`config.mk`:
```
export PLATFORM = sky130hd
export DESIGN_NAME = alu_op_sequencer
export DESIGN_NICKNAME = d
export VERILOG_FILES = /design/src/rtl/alu_op_sequencer.sv
export SDC_FILE = /design/constraint.sdc
export NUM_CORES = 1
export LEC_CHECK = 0
export ABC_AREA = 1
export CORE_ASPECT_RATIO = 0.75
export CORE_UTILIZATION = 30
export CTS_CLUSTER_DIAMETER = 60
export DETAILED_ROUTE_END_ITERATION = 10
export DONT_BUFFER_PORTS = 1
export HOLD_SLACK_MARGIN = 0.02
export PLACE_DENSITY = 0.54
export RECOVER_POWER = 100
export REMOVE_ABC_BUFFERS = 1
export SKIP_LAST_GASP = 1
export SLEW_MARGIN = 20
export SYNTH_ARGS = -nofsm -noshare
export SYNTH_HDL_FRONTEND = slang
export SYNTH_SLANG_ARGS = --single-unit
```
`constraint.sdc`:
```
create_clock -name clk -period 1.4 [get_ports clk]
set_input_delay 0.21 -clock clk [delete_from_list [all_inputs] [get_ports clk]]
set_output_delay 0.21 -clock clk [all_outputs]
set_load 0.02 [all_outputs]
```
`src/rtl/alu_op_sequencer.sv`:
```
// alu_op_sequencer: drives a shared 1-bit ALU lane one bit per cycle
// (LSB first) to perform a WIDTH-bit operation, assembling F into result.
// Ports:
//   clk, rst        rising-edge clock, async active-high reset
//   start, op, a, b request, op code (op[1]=S1, op[0]=S0), operands
//   busy, done      RUN indicator, one-cycle completion pulse
//   result          assembled result, held until next accepted start
//   alu_a/b/s0/s1   lane drive (0 outside RUN); alu_f lane output
//   abort           only when ALU_SEQ_ABORT_EN is defined: cancel RUN
module alu_op_sequencer #(
   parameter int WIDTH = 8
) (
   input  logic             clk,
   input  logic             rst,
   input  logic             start,
`ifdef ALU_SEQ_ABORT_EN
   input  logic             abort,
`endif
   input  logic [1:0]       op,
   input  logic [WIDTH-1:0] a,
   input  logic [WIDTH-1:0] b,
   output logic             busy,
   output logic             done,
   output logic [WIDTH-1:0] result,
   output logic             alu_a,
   output logic             alu_b,
   output logic             alu_s0,
   output logic             alu_s1,
   input  logic             alu_f
);

   localparam int CW = $clog2(WIDTH);
   localparam logic [CW-1:0] LAST = CW'(WIDTH - 1);

   typedef enum logic [1:0] {
      S_IDLE,
      S_RUN,
      S_DONE
   } state_t;

   state_t           r_state;
   state_t           w_next;
   logic [CW-1:0]    r_cnt;
   logic [WIDTH-1:0] r_a;
   logic [WIDTH-1:0] r_b;
   logic [1:0]       r_op;
   logic [WIDTH-1:0] r_result;
   logic             w_run;
   logic             w_accept;
   logic             w_abort;

`ifdef ALU_SEQ_ABORT_EN
   assign w_abort = abort;
`else
   assign w_abort = 1'b0;
`endif

   assign w_run    = (r_state == S_RUN);
   // IDLE and DONE both accept; start during RUN is dropped
   assign w_accept = start && !w_run;

   always_comb begin
      w_next = r_state;
      unique case (r_state)
         S_IDLE:  if (start) w_next = S_RUN;
         S_RUN: begin
            if (w_abort)            w_next = S_IDLE;
            else if (r_cnt == LAST) w_next = S_DONE;
         end
         S_DONE:  w_next = start ? S_RUN : S_IDLE;
         default: w_next = S_IDLE;
      endcase
   end

   always_ff @(posedge clk or posedge rst) begin
      if (rst) begin
         r_state  <= S_IDLE;
         r_cnt    <= '0;
         r_a      <= '0;
         r_b      <= '0;
         r_op     <= '0;
         r_result <= '0;
      end else begin
         r_state <= w_next;
         if (w_accept) begin
            r_a      <= a;
            r_b      <= b;
            r_op     <= op;
            r_cnt    <= '0;
            r_result <= '0;
         end else if (w_run) begin
            // the bit on the lane at an abort edge is still kept
            r_result[r_cnt] <= alu_f;
            if (r_cnt != LAST) r_cnt <= r_cnt + CW'(1);
         end
      end
   end

   assign busy   = w_run;
   assign done   = (r_state == S_DONE);
   assign result = r_result;
   assign alu_a  = w_run & r_a[r_cnt];
   assign alu_b  = w_run & r_b[r_cnt];
   assign alu_s1 = w_run & r_op[1];
   assign alu_s0 = w_run & r_op[0];

endmodule

```
* Word-level counts from Yosys, hierarchy flattened *
Cells that the tools add are included.

storage, ports and cells
  register bits = 31
  input bits = 22
  output and inout port bits = 14
  word-level logic and storage cells = 43

cells by class
  add/sub/neg operators = 1
  $lt $le $gt $ge = 2
  equal/unequal tests = 6
  muxes and demuxes = 16
  bitwise logic cells = 4
  reduce and logical (&&, ||, !) cells = 8

operators by type and width
  kind                   count
  $mux W8                2
  $mux W3                3
  $bwmux W8              1
  $bmux W1 S3            2
  $pmux W2 S3            1
  $and A1 B1 Y1          4
  $lt A3 B4 Y1 const B   1
  $mux W1                4
  $mux W2                2
  $reduce_and A2 Y1      2
  $reduce_bool A2 Y1     2
  $add A3 B1 Y3 const B  1
  $demux W1 S3           1
  $eq A3 B3 Y1 const B   1
  $ge A3 B1 Y1 const B   1
  $ne A3 B3 Y1 const B   1
  $eq A2 B1 Y1 const B   1
  $eq A2 B2 Y1 const B   1
  $logic_and A1 B1 Y1    2
  $logic_not A2 Y1       1
  $ne A2 B1 Y1 const B   1
  $ne A2 B2 Y1 const B   1
  $logic_not A1 Y1       1

* Logic depth before layout (Yosys ltp) *
  depth in word-level cells = 7
  mapped depth = 6
  mapped depth without buffers = 6

* Worst setup path after synthesis *
Ideal clock, no wire load.

  path kind = register -> output
  from = reg r_cnt[0]
  to = out alu_a
  arrival time = 1.107 ns
  data required time = 1.190 ns
  path slack = 0.083 ns
  cell stages (with the launch flop) = 7
  path buffers = 1
  path through = dfrtp_1 buf_4 nand2_1 nand3_1 nand2_1 nor2_1 nor2_1

between the ends
  longest elaborated chain between the ends = 3

RTL lines
  item                           line  source
  from (decl)                    43    logic [CW-1:0] r_cnt;
  from (signal assigned)         94    if (r_cnt != LAST) r_cnt <= r_cnt + CW'(1);
  $bmux W1 S3                    102   assign alu_a = w_run & r_a[r_cnt];
  $mux W1 (implied by the code)  102
  $and A1 B1 Y1                  102
  to (decl)                      25    output logic alu_a,

Every way passes these cells. The select of a mux whose other input is x is not followed.

* Final worst setup path *
  from = reg r_cnt[0]
  to = out alu_b

between the ends
  longest elaborated chain between the ends = 3

RTL lines
  item                           line  source
  $bmux W1 S3                    103   assign alu_b = w_run & r_b[r_cnt];
  $mux W1 (implied by the code)  103
  $and A1 B1 Y1                  103
  to (decl)                      26    output logic alu_b,

Every way passes these cells. The select of a mux whose other input is x is not followed.

==> out/qor.yml <==
status: "complete, but fails checks"
violations: "setup timing"
crit_start: "r_cnt[0]"
port_buffers: 0
synthSimpleGateAreaFrac_pct: 26.3
antenna_cells: 0
cts_buffers: 5
synthFlopType: "dfrtp_1"
drt_iter0_drc: 73
hold_violations: 0
drc: 0
synth.top_cells.by_count: "dfrtp_1 (31), nand2_1 (30), inv_1 (26)"
dp.cells: 259
first_pass_iters: 4
cts-htree-levels: 2
slew_headroom_pct: 48.5
drive_gt1_share_pct: 40.4
synth.distinct_cells: 20
worst_pin_slew_ps: 772
cts_tree: "done"
cp_slowest_cell: "dfrtp_2"
wire_per_inst_microns: 12.1
critical-path-max-stage-delay_ps: 450
setup_viol: 2
p_comb_share_pct: 47.8
row_count: 22
die_h_microns: 66.1
cpMostUsedCell: "nand2_1"
initial_core_util_pct: 32.4
async_flop_share_pct: 100
crit_path_end_kind: "primary output"
fin_total_pwr_uw: 4790
layout.cells.non_filler: 275
seqCellArea_sq_um: 779
finalMaxSlewViolations: 0
dp_hpwl_microns: 2380
drv_cap: 0
cellPowerDensity_mw_per_mm2: 2470
p_leak_uw: 0.000921
cts_root_buf: "clkbuf_8"
finClkSkew_ps: 8.67
ys_seq_elements: 31
pin_count: 36
syn_area_per_cell_sq_um: 9.17
crit_required_ps: 1190
grt_overflow: 0
min_path_cells: 2
drt-total-wl_microns: 3330
dieArea_sq_mm: 0.00577
yosys.area_share.xor_xnor_pct: 0
fillers: 537
synth_mux_area_share_pct: 0
yosys.area_share.adder_pct: 1.52
antenna_found_initial: 0
grt_pass1_wl_microns: 5730
grt_pass1_vias: 1237
rsz0062_at_grt: "yes"
netlist.area_leader.share_pct: 47.3
routabilityCongestion: 0.795
synth_compound_area_share_pct: 13.7
vias_per_cell: 4.25
hold_slack_ps: 61.3
p_sw_share_pct: 43.0
ant_nets: 0
grtUsageTotal_pct: 13.4
num_vias: 1169
crit_path_end: "alu_b"
final_nets: 226
period_needed_ps: 1590
multi_input_area_sq_um: 696
criticalPathCategory: "reg -> out"
clkPwrFrac_pct: 18.3
core_sq_mm: 0.00506
synth.most_common_cell: "dfrtp_1"
cts_buffer_depth: 2
yosys.area.top_type: "dfrtp_1"
crit_path_max_fanout: 9
cp_cell_sequence: "inv_4 -> nand2_1 -> nand3_1 -> nand2_1 -> nor2_2 -> nor2_1 -> buf_4"
fin_util_pct: 38.3
netlist_instances: 179
die_x_microns: 87.4
synthTopCellsByArea: "dfrtp_1 (47%), a21oi_2 (9.6%), nand2_1 (6.9%)"
synth_area_sq_mm: 0.00164
clk_pin_slew_ps: 70
synth_top_family_by_area: "simple AND/OR/NAND/NOR gates"
worstReg2RegStart: "r_cnt[0]"
power_switching_uw: 2060
arrival_ps: 1380
ys_seq_area_share_pct: 47.3
reg2reg_to: "r_cnt[1]"
hold_path_class: "in -> reg"
timing.final.ws_setup_ps: -187
seqPwrFrac_pct: 34.0
start_kind: "flop"
grt_max_degree: 32
synth_warnings: 0
synth_edf_count: 0
insertion_delay_ps: 290
internal_power_uw: 2730
worst_r2r_path_depth: 7
fin_crit_sh_pct: 113
clkSinkCount: 31
syn_to_final_growth_pct: 18.3
rrSetupSlack_ps: 0
fmax_ghz: 0.630
ir_drop_uv: 702
[worst min-delay path by stage]
stage / from / to
after floorplan: rst / r_a[0]
after global placement: rst / r_b[1]
after detailed placement: rst / r_b[1]
after CTS: b[6] / r_b[6]
after global routing: b[6] / r_b[6]
final: b[6] / r_b[6]
[power groups by stage]
stage | combinational (uW) | sequential (uW) | clock (uW)
final | 2290 | 1630 | 875
after global routing | 2580 | 1670 | 954
after CTS | 2340 | 1630 | 902
after detailed placement | 2150 | 1610 | 0
after global placement | 2150 | 1600 | 0
after floorplan | 1490 | 1590 | 0
[kinds of logic (layout without fill, tap and decap cells)]
| family | Yosys count | after routing |
|---|---|---|
| AND/OR/NAND/NOR | 83 | 83 |
| buffers and inverters | 33 | 57 |
| flip-flops | 31 | 31 |
| AO/OA/AOI/OAI | 30 | 30 |
| adder cells (fa/ha/maj) | 2 | 2 |
[cells in the final DEF, fill, tap and decap left out, drive strengths merged]
cell type	instances
nor2	31
bufinv	1
ha	2
clkbuf	9
dlygate4sd3	1
nand3	19
buf	16
a21oi	18
nand2	33
o21ai	12
dfrtp	31
inv	28
clkinv	2
[per-layer routing]
metal | vias to the layer above | global-route usage [%] | share of wire (%)
li1 | 608 | - | -
met1 | 521 | 17.4 | 50
met2 | 36 | 20.0 | 42
met3 | 4 | 4.87 | 7.7
met4 | 0 | 5.53 | 0.72
met5 | - | 0 | 0
[through the flow]
| stage | setup WS, ps | TNS [ps] | instance area (sq um) |
|---|---|---|---|
| floorplan | -45.0 | -87.9 | 1560 |
| global placement | 4.88 | 0 | 1760 |
| detailed placement | -8.48 | -8.48 | 1760 |
| CTS | -208 | -590 | 1970 |
| global route | -300 | -872 | 1940 |
| finish | -187 | -369 | 1940 |
[what timing repair did]
item / CTS / global route
pin swaps: 6 / 3
setup buffers: 5 / 2
hold buffers: 1 / 0
setup endpoints to repair: 4 / 11
endpoints found under the hold margin: 31 / 0
gates resized for setup: 17 / 10
[critical path: cells and delay by family (launching register included)]
kind          cells  cell delay [ps]
simple gates      5              390
buf+inv           2              260
flops             1              450
[sequential cells by signal, summed over array words and instances, names as in the netlist]
register,count
r_a,8
r_b,8
r_cnt,3
r_op,2
r_state,2
result,8
[cell type report]
| class | instances | area share, % |
|---|---|---|
| clock buffer | 5 | 3.54 |
| clock inverter | 3 | 2.26 |
| inverter | 28 | 5.54 |
| multi-input combinational | 115 | 35.8 |
| sequential | 31 | 40.1 |
| tap | 72 | 4.64 |
| timing repair buffer | 21 | 8.05 |
No activity file was read; power rests on OpenSTA's default activity.
